## src/rtl/fmrv32im_mul_if.sv

```systemverilog
// Request/response bundle between the pipeline and the iterative multiplier.
// The pipeline is the master: it raises an INST_* line with operands and stalls on WAIT.
interface fmrv32im_mul_if;
   logic        INST_MUL;
   logic        INST_MULH;
   logic        INST_MULHSU;
   logic        INST_MULHU;
   logic [31:0] RS1;
   logic [31:0] RS2;
   logic        WAIT;
   logic        READY;
   logic [31:0] RD;

   modport master (
      output INST_MUL, INST_MULH, INST_MULHSU, INST_MULHU, RS1, RS2,
      input  WAIT, READY, RD
   );

   modport slave (
      input  INST_MUL, INST_MULH, INST_MULHSU, INST_MULHU, RS1, RS2,
      output WAIT, READY, RD
   );
endinterface

```

## src/rtl/fmrv32im_mul.sv

```systemverilog
// RV32M multiplier: sign-magnitude shift-add, one bit per cycle, fixed 32 iterations.
// WAIT covers the 32 execute cycles plus the one-cycle result strobe.
module fmrv32im_mul (
   input  logic              RST_N,
   input  logic              CLK,
   fmrv32im_mul_if.slave     bus
);

   typedef enum logic [1:0] {
      S_IDLE,
      S_EXEC,
      S_FIN
   } state_t;

   state_t      state;
   logic [63:0] mcand;
   logic [31:0] mplier;
   logic [63:0] acc;
   logic [4:0]  count;
   logic        outsign;
   logic        sel_high;
   logic        wait_r;
   logic        ready_r;
   logic [31:0] rd_r;

   logic        start;
   logic        rs1_signed;
   logic        rs2_signed;
   logic        rs1_neg;
   logic        rs2_neg;
   logic [31:0] rs1_mag;
   logic [31:0] rs2_mag;
   logic [63:0] acc_step;
   logic [63:0] prod;

   // MULH outranks MULHSU, which outranks MULHU; MUL only applies when none of the
   // high-half requests is present, so signedness and half-select fall out directly.
   always_comb begin
      start      = bus.INST_MUL | bus.INST_MULH | bus.INST_MULHSU | bus.INST_MULHU;
      rs1_signed = bus.INST_MULH | bus.INST_MULHSU;
      rs2_signed = bus.INST_MULH;
      rs1_neg    = rs1_signed & bus.RS1[31];
      rs2_neg    = rs2_signed & bus.RS2[31];
      rs1_mag    = rs1_neg ? (32'd0 - bus.RS1) : bus.RS1;
      rs2_mag    = rs2_neg ? (32'd0 - bus.RS2) : bus.RS2;
   end

   // The multiplicand register is pre-shifted each step, so adding it is the same as
   // adding the original magnitude shifted by the iteration count.
   always_comb begin
      acc_step = acc + (mplier[0] ? mcand : 64'd0);
      prod     = outsign ? (64'd0 - acc_step) : acc_step;
   end

   // Single state machine; WAIT, READY and RD are all registered here.
   always_ff @(posedge CLK or negedge RST_N) begin
      if (!RST_N) begin
         state    <= S_IDLE;
         mcand    <= 64'd0;
         mplier   <= 32'd0;
         acc      <= 64'd0;
         count    <= 5'd0;
         outsign  <= 1'b0;
         sel_high <= 1'b0;
         wait_r   <= 1'b0;
         ready_r  <= 1'b0;
         rd_r     <= 32'd0;
      end else begin
         case (state)
            S_IDLE: begin
               if (start) begin
                  mcand    <= {32'd0, rs1_mag};
                  mplier   <= rs2_mag;
                  acc      <= 64'd0;
                  count    <= 5'd0;
                  outsign  <= rs1_neg ^ rs2_neg;
                  sel_high <= bus.INST_MULH | bus.INST_MULHSU | bus.INST_MULHU;
                  wait_r   <= 1'b1;
                  state    <= S_EXEC;
               end
            end

            S_EXEC: begin
               acc    <= acc_step;
               mcand  <= mcand << 1;
               mplier <= mplier >> 1;
               count  <= count + 5'd1;
               if (count == 5'd31) begin
                  rd_r    <= sel_high ? prod[63:32] : prod[31:0];
                  ready_r <= 1'b1;
                  state   <= S_FIN;
               end
            end

            S_FIN: begin
               ready_r <= 1'b0;
               wait_r  <= 1'b0;
               state   <= S_IDLE;
            end

            default: begin
               ready_r <= 1'b0;
               wait_r  <= 1'b0;
               state   <= S_IDLE;
            end
         endcase
      end
   end

   assign bus.WAIT  = wait_r;
   assign bus.READY = ready_r;
   assign bus.RD    = rd_r;

endmodule
```

## src/flat_wrapper.sv

```systemverilog
// flat-port wrapper written by rule: the top's interface ports become plain ports
module fmrv32im_mul_flat 
  (RST_N, CLK, bus_INST_MUL, bus_INST_MULH, bus_INST_MULHSU, bus_INST_MULHU, bus_RS1, bus_RS2, bus_WAIT, bus_READY, bus_RD);
  fmrv32im_mul_if bus_i ();
  input  logic RST_N;
  input  logic CLK;
  input wire logic [$bits(bus_i.INST_MUL)-1:0] bus_INST_MUL;
  input wire logic [$bits(bus_i.INST_MULH)-1:0] bus_INST_MULH;
  input wire logic [$bits(bus_i.INST_MULHSU)-1:0] bus_INST_MULHSU;
  input wire logic [$bits(bus_i.INST_MULHU)-1:0] bus_INST_MULHU;
  input wire logic [$bits(bus_i.RS1)-1:0] bus_RS1;
  input wire logic [$bits(bus_i.RS2)-1:0] bus_RS2;
  output wire logic [$bits(bus_i.WAIT)-1:0] bus_WAIT;
  output wire logic [$bits(bus_i.READY)-1:0] bus_READY;
  output wire logic [$bits(bus_i.RD)-1:0] bus_RD;
  assign bus_i.INST_MUL = bus_INST_MUL;
  assign bus_i.INST_MULH = bus_INST_MULH;
  assign bus_i.INST_MULHSU = bus_INST_MULHSU;
  assign bus_i.INST_MULHU = bus_INST_MULHU;
  assign bus_i.RS1 = bus_RS1;
  assign bus_i.RS2 = bus_RS2;
  assign bus_WAIT = bus_i.WAIT;
  assign bus_READY = bus_i.READY;
  assign bus_RD = bus_i.RD;
  fmrv32im_mul u_core (.RST_N(RST_N), .CLK(CLK), .bus(bus_i));
endmodule
```

## config.mk

```make
export PLATFORM = sky130hd
export DESIGN_NAME = fmrv32im_mul_flat
export DESIGN_NICKNAME = d
export VERILOG_FILES = /design/src/rtl/fmrv32im_mul_if.sv /design/src/rtl/fmrv32im_mul.sv /design/src/flat_wrapper.sv
export SDC_FILE = /design/constraint.sdc
export NUM_CORES = 1
export LEC_CHECK = 0
export ABC_AREA = 1
export CORE_AREA = 2 2 162 323
export CTS_CLUSTER_SIZE = 28
export DETAILED_ROUTE_END_ITERATION = 10
export DIE_AREA = 0 0 164 325
export HOLD_SLACK_MARGIN = 0.02
export SLEW_MARGIN = 40
export SYNTH_ARGS = -nofsm -noshare
export SYNTH_HDL_FRONTEND = slang
export SYNTH_SLANG_ARGS = --single-unit
```

## constraint.sdc

```tcl
create_clock -name CLK -period 3.45 [get_ports CLK]
set_clock_uncertainty 0.1 [all_clocks]
set_input_delay 1.035 -clock CLK [delete_from_list [all_inputs] [get_ports CLK]]
set_output_delay 1.035 -clock CLK [all_outputs]
set_load 0.005 [all_outputs]
```

==> results.json, run 1 <==
{
  "vias": 22217,
  "worst_setup_path_end_kind": "flip-flop",
  "mappedNetlistArea_um2": 18600,
  "fin_tns_setup_ns": -3.53,
  "clock_tree.buffer_depth": 3,
  "reg2reg_path_depth": 25,
  "clock_insertion_delay_worst_skew_ns": 0.57,
  "grt_first_pass_wirelength_um": 125000,
  "groute.layer.met2.usage_pct": 56.8,
  "chipHeight_um": 325,
  "finalHoldViolCount": 0,
  "fp_rows": 117,
  "post_route_cells_drive_above_1_share_pct": 25.5,
  "routedWlPerCell_um": 19.0,
  "drv_cap": 0,
  "io_buffers": 103,
  "yosysWarnings": 0,
  "synth_edf_count": 0,
  "drt-vias-per-instance": 5.08,
  "final_net_count": 3840,
  "start_util_pct": 36.7,
  "fillerInstances": 5249,
  "finalCriticalPeriod_ns": 3.69,
  "detail_route.drc_violations": 0,
  "commonest_register_cell_after_synthesis": "sky130_fd_sc_hd__dfrtp_1",
  "fmaxAchievable_mhz": 271,
  "criticalPathCategory": "flip-flop to flip-flop",
  "detail_route.iter0.violations": 1141,
  "final.period_utilization_pct": 107,
  "grt_antenna_before_repair": 1,
  "grt_util_met1_pct": 26.1,
  "commonest_non_fill_non_tap_cells_in_the_layout": "sky130_fd_sc_hd__nand2_1, sky130_fd_sc_hd__inv_1, sky130_fd_sc_hd__buf_4, sky130_fd_sc_hd__dfrtp_1, sky130_fd_sc_hd__nor2_1",
  "clk_pin_slew_worst_paths_ns": 0.08,
  "ctsHoldBuffers": 0,
  "finalWeightedCongestion": 1.05,
  "timing_worst_slew_pin_value_ns": 0.786,
  "data_required_time_at_the_worst_endpoint_ns": 3.87,
  "grt_start_max_net_pins": 117,
  "cts_inserted_buffers": 21,
  "cts_htree_levels": 1,
  "worst_setup_slack_after_placement_ns": -0.549,
  "routed_wl_um": 83200,
  "post_synth_num_cell_types": 47,
  "final_antenna_net_count": 0,
  "cts.root.buffer_cell": "sky130_fd_sc_hd__clkbuf_16",
  "die_area_um2": 53300,
  "crit_fanout": 24,
  "synth_nets": 3280,
  "data_arrival_at_the_endpoint_of_the_critical_path_ns": 4.11,
  "io-pin-count": 104,
  "rsz_0062_raised_after_global_routing": "yes",
  "cts_tree": "yes",
  "drt_pre_antenna_iters": 6,
  "hold_crit_path_type": "input port to async pin",
  "outcome": "finished with violations",
  "violations": "setup timing",
  "post_synth_inst_count": 3141,
  "final-max-slew-violation-count": 0,
  "synth.yosys.seq_area_share_pct": 27.2,
  "setup.worst_path.start_class": "flip-flop",
  "post-dp-hpwl_um": 67900,
  "area.growth.synth_to_final_pct": 41.0,
  "finalCoreUtilization_pct": 51.8,
  "grt_util_all_layers_pct": 31.4,
  "grt-busiest-layer": "met2",
  "multi_input_area_um2": 12700,
  "clock_sinks": 203,
  "floorplan.die.width_um": 164,
  "global_route.usage.met3_pct": 4.34,
  "grt.overflow.total": 0,
  "fp.coreArea_um2": 50800,
  "most_common_cell_after_layout_fill_and_taps_aside": "sky130_fd_sc_hd__nand2_1",
  "avgSynthCellArea_um2": 5.94,
  "via_count_of_the_first_global_routing_pass": 22398,
  "setup_slack_ns": -0.242,
  "maxSlewHeadroom_pct": 47.6,
  "seq_area_um2": 5080,
  "final-setup-viol-count": 29,
  "synth.ff_latch_count": 203,
  "ys_async_sr_fraction_pct": 100
}
## metal layers
metal	share of wire (%)	vias up
li1	-	10989
met5	0	-
met4	16	0
met1	30	10100
met3	3.7	427
met2	51	701
## kinds of logic after synthesis
logic type               count (synthesis)  share of synthesized area (%)
adder cells (fa/ha/maj)                 69                           4.67
AO/OA/AOI/OAI                          402                           12.9
XOR/XNOR                                45                           2.11
flip-flops                             203                           27.2
buffers and inverters                  630                           12.7
AND/OR/NAND/NOR                       1792                           40.4
## cell usage after synthesis, types with 11 or more instances
master                        n  area share (%)
sky130_fd_sc_hd__nand2_1   1156              23
sky130_fd_sc_hd__inv_1      537              11
sky130_fd_sc_hd__nor2_1     254             5.1
sky130_fd_sc_hd__nand3_1    204             5.5
sky130_fd_sc_hd__dfrtp_1    203              27
sky130_fd_sc_hd__o21ai_0    148             4.0
sky130_fd_sc_hd__a21oi_1     99             2.7
sky130_fd_sc_hd__ha_1        68             4.6
sky130_fd_sc_hd__clkbuf_1    62             1.2
sky130_fd_sc_hd__nand2_2     37             1.2
sky130_fd_sc_hd__nand4_1     33             1.1
sky130_fd_sc_hd__o22ai_1     32             1.1
sky130_fd_sc_hd__xor2_1      31             1.5
sky130_fd_sc_hd__o221ai_1    30             1.4
sky130_fd_sc_hd__o211ai_1    27             1.1
sky130_fd_sc_hd__nor3_1      24            0.64
sky130_fd_sc_hd__nor2_2      21            0.70
sky130_fd_sc_hd__nand3_2     18            0.97
sky130_fd_sc_hd__or2_2       16            0.54
sky130_fd_sc_hd__xnor2_1     14            0.66
sky130_fd_sc_hd__inv_2       12            0.24
sky130_fd_sc_hd__a21boi_1    11            0.44
sky130_fd_sc_hd__a31oi_1     11            0.37
## worst paths after layout
kind	startpoint	to	slack [ns]
max in group asynchronous	RST_N	u_core.mplier[0]	2.24
min in group CLK	u_core.bus.RD[0]	u_core.bus.RD[0]	0.39
min	RST_N	u_core.mcand[24]	0.26
max	u_core.mplier[0]	u_core.bus.RD[29]	-0.24
min reg2reg	u_core.bus.RD[0]	u_core.bus.RD[0]	0.39
max reg2reg	u_core.mplier[0]	u_core.bus.RD[29]	-0.24
## worst max-delay path, stage by stage, from the launching register on
cell and delay [ns]:
sky130_fd_sc_hd__dfrtp_2 0.42, sky130_fd_sc_hd__buf_12 0.18, sky130_fd_sc_hd__nand2_1 0.07, sky130_fd_sc_hd__inv_1 0.13, sky130_fd_sc_hd__ha_4 0.22, sky130_fd_sc_hd__buf_4 0.15
sky130_fd_sc_hd__nand2_4 0.11, sky130_fd_sc_hd__inv_1 0.07, sky130_fd_sc_hd__nand2_1 0.12, sky130_fd_sc_hd__nand2_1 0.07, sky130_fd_sc_hd__nand2_1 0.11, sky130_fd_sc_hd__nand2_1 0.07
sky130_fd_sc_hd__nand2_1 0.07, sky130_fd_sc_hd__nand3_2 0.11, sky130_fd_sc_hd__buf_4 0.15, sky130_fd_sc_hd__nand2_1 0.08, sky130_fd_sc_hd__nand3_1 0.10, sky130_fd_sc_hd__nand2_1 0.07
sky130_fd_sc_hd__nand2_1 0.14, sky130_fd_sc_hd__nor2_2 0.17, sky130_fd_sc_hd__nand2_1 0.13, sky130_fd_sc_hd__nor2_1 0.27, sky130_fd_sc_hd__nand3_4 0.16, sky130_fd_sc_hd__nand3_1 0.10
sky130_fd_sc_hd__nand3_1 0.11, sky130_fd_sc_hd__a21oi_2 0.14
## layout make-up
cell class	count	share of cell area [%]
clock inverter	14	0.524
multi-input combinational	2308	48.1
sequential	203	19.3
timing repair buffer	611	18.9
clock buffer	23	2.07
tap	654	3.11
inverter	556	7.95
antenna	1	0.00952
## per-stage QoR
stage	cell area [um2]	instances	hold WS [ns]
after CTS	25300	4354	0.275
after floorplan	18600	3141	0.353
after global placement	23900	4305	0.369
after detailed placement	23900	4305	0.370
final	26300	4370	0.257
after global routing	26300	4369	0.293
## flip-flops by register name, indices dropped and copies added (netlist names), 2 cells and up
signal	flops
u_core.count	5
u_core.mplier	32
u_core.bus.RD	32
u_core.mcand	64
u_core.acc	64
u_core.state	2
## repair_timing
| item | 4_1_cts | 5_1_grt |
|---|---|---|
| pin swaps | 21 | 23 |
| gates resized for setup | 161 | 206 |
| endpoints found under the setup margin | 33 | 42 |
| setup buffers | 12 | 15 |
Power of run 1 is not shown: default switching activity piles up to over one toggle a cycle in this logic, so the estimate is an artifact.
==> inputs of run 2 (changes only) <==
--- a/config.mk
+++ b/config.mk
@@ -11,6 +11,7 @@
 export DETAILED_ROUTE_END_ITERATION = 10
 export DIE_AREA = 0 0 164 325
 export HOLD_SLACK_MARGIN = 0.02
+export SKIP_LAST_GASP = 1
 export SLEW_MARGIN = 40
 export SYNTH_ARGS = -nofsm -noshare
 export SYNTH_HDL_FRONTEND = slang
==> results.json, run 2 (synthesis results as in run 1) <==
{
  "maxSlewHeadroom_pct": 48.2,
  "groute.layer.met2.usage_pct": 56.8,
  "grt_first_pass_wirelength_um": 125000,
  "grt-busiest-layer": "met2",
  "criticalPathCategory": "flip-flop to flip-flop",
  "area.growth.synth_to_final_pct": 38.7,
  "via_count_of_the_first_global_routing_pass": 22352,
  "worst_setup_path_end_kind": "flip-flop",
  "final-max-slew-violation-count": 0,
  "fp_rows": 117,
  "routedWlPerCell_um": 18.9,
  "drt_pre_antenna_iters": 5,
  "start_util_pct": 36.7,
  "final_antenna_net_count": 0,
  "finalHoldViolCount": 0,
  "cts.root.buffer_cell": "sky130_fd_sc_hd__clkbuf_16",
  "hold_slack_ns": 0.259,
  "final.period_utilization_pct": 108,
  "detail_route.drc_violations": 0,
  "clock_insertion_delay_worst_skew_ns": 0.57,
  "antenna_cells": 0,
  "largestRegisters": "u_core.acc: 64 flops, u_core.mcand: 64 flops",
  "post-dp-hpwl_um": 67900,
  "setup_slack_ns": -0.291,
  "io_buffers": 103,
  "hold_crit_path_type": "input port to async pin",
  "chipHeight_um": 325,
  "data_required_time_at_the_worst_endpoint_ns": 3.85,
  "grt_util_met1_pct": 26.2,
  "fmaxAchievable_mhz": 267,
  "setup.worst_path.start_class": "flip-flop",
  "cts_htree_levels": 1,
  "ctsHoldBuffers": 0,
  "cts_tree": "yes",
  "crit_fanout": 24,
  "outcome": "finished with violations",
  "most_common_cell_after_layout_fill_and_taps_aside": "sky130_fd_sc_hd__nand2_1",
  "final-setup-viol-count": 32,
  "global_route.usage.met3_pct": 4.30,
  "post_route_cells_drive_above_1_share_pct": 23.7,
  "drv_cap": 0,
  "clk_pin_slew_worst_paths_ns": 0.07,
  "rsz_0062_raised_after_global_routing": "yes",
  "final_net_count": 3833,
  "io-pin-count": 104,
  "clock_sinks": 203,
  "clock_tree.buffer_depth": 3,
  "finalWeightedCongestion": 1.05,
  "finalCriticalPeriod_ns": 3.74,
  "die_area_um2": 53300,
  "floorplan.die.width_um": 164,
  "routed_wl_um": 82500,
  "grt_util_all_layers_pct": 31.4,
  "grt_start_max_net_pins": 117,
  "grt_antenna_before_repair": 2,
  "cts_inserted_buffers": 21,
  "fp.coreArea_um2": 50800,
  "drt-vias-per-instance": 5.06,
  "detail_route.iter0.violations": 1123,
  "violations": "setup timing",
  "timing_worst_slew_pin_value_ns": 0.775,
  "vias": 22058,
  "commonest_non_fill_non_tap_cells_in_the_layout": "sky130_fd_sc_hd__nand2_1, sky130_fd_sc_hd__inv_1, sky130_fd_sc_hd__buf_4, sky130_fd_sc_hd__dfrtp_1, sky130_fd_sc_hd__nor2_1",
  "data_arrival_at_the_endpoint_of_the_critical_path_ns": 4.14,
  "grt.overflow.total": 0
}
[run 2: area by class of cell]
type                            instances  area (um2)
Multi-Input combinational cell       2308       12300
Clock inverter                         14         138
Inverter                              556        2090
Timing Repair Buffer                  604        4900
Clock buffer                           23         543
Tap cell                              654         818
Fill cell                            5278       24900
Sequential cell                       203        5080
[run 2: routing by layer]
metal | vias up | share of wire (%)
li1 | 10973 | -
met1 | 9961 | 30
met2 | 704 | 50
met3 | 420 | 3.8
met4 | 0 | 16
met5 | - | 0
[run 2: worst max-delay path: stages, from the launching register on]
cell	delay, ns
sky130_fd_sc_hd__dfrtp_2	0.42
sky130_fd_sc_hd__buf_12	0.18
sky130_fd_sc_hd__nand2_1	0.11
sky130_fd_sc_hd__fa_1	0.42
sky130_fd_sc_hd__inv_1	0.10
sky130_fd_sc_hd__nand3_2	0.10
sky130_fd_sc_hd__inv_2	0.12
sky130_fd_sc_hd__nand2_1	0.09
sky130_fd_sc_hd__nand3_2	0.14
sky130_fd_sc_hd__buf_4	0.13
sky130_fd_sc_hd__nand2_1	0.07
sky130_fd_sc_hd__nand3_4	0.12
sky130_fd_sc_hd__nand2_1	0.08
sky130_fd_sc_hd__nand3_1	0.08
sky130_fd_sc_hd__nand2_1	0.09
sky130_fd_sc_hd__buf_4	0.18
sky130_fd_sc_hd__nor2_1	0.15
sky130_fd_sc_hd__nand2_1	0.07
sky130_fd_sc_hd__nor2_1	0.11
sky130_fd_sc_hd__buf_4	0.16
sky130_fd_sc_hd__nand2_1	0.08
sky130_fd_sc_hd__nand2_2	0.10
sky130_fd_sc_hd__nand2_1	0.07
sky130_fd_sc_hd__nand2_1	0.06
sky130_fd_sc_hd__nand3_1	0.13
sky130_fd_sc_hd__a2bb2oi_1	0.19
[run 2: worst paths after layout]
path | start | endpoint | slack (ns) | cells after the start
min in group CLK | u_core.bus.RD[0] | u_core.bus.RD[0] | 0.39 | 2
hold / removal | RST_N | u_core.mcand[24] | 0.26 | 1
setup reg to reg | u_core.mplier[0] | u_core.bus.RD[11] | -0.29 | 25
max in group asynchronous | RST_N | u_core.mplier[0] | 2.25 | 2
setup / recovery | u_core.mplier[0] | u_core.bus.RD[11] | -0.29 | 25
hold reg to reg | u_core.bus.RD[0] | u_core.bus.RD[0] | 0.39 | 2
[run 2: timing repair]
item | in CTS | in global routing
setup buffers | 12 | 8
resized for setup | 154 | 123
endpoints found under the setup margin | 33 | 42
pin swaps | 21 | 18
[run 2: metrics by stage]
stage	TNS [ns]	cell area [um2]	utilization (%)	instances	setup WS [ns]
floorplan	0	18600	-	3141	0.0403
global placement	-17.31	23900	47.1	4305	-0.528
detailed placement	-19.28	23900	47.1	4305	-0.549
CTS	-4.92	25300	49.8	4354	-0.240
global route	-14.28	25900	50.9	4362	-0.522
finish	-5.30	25900	50.9	4362	-0.291
Power of run 2 is left out for the same reason.
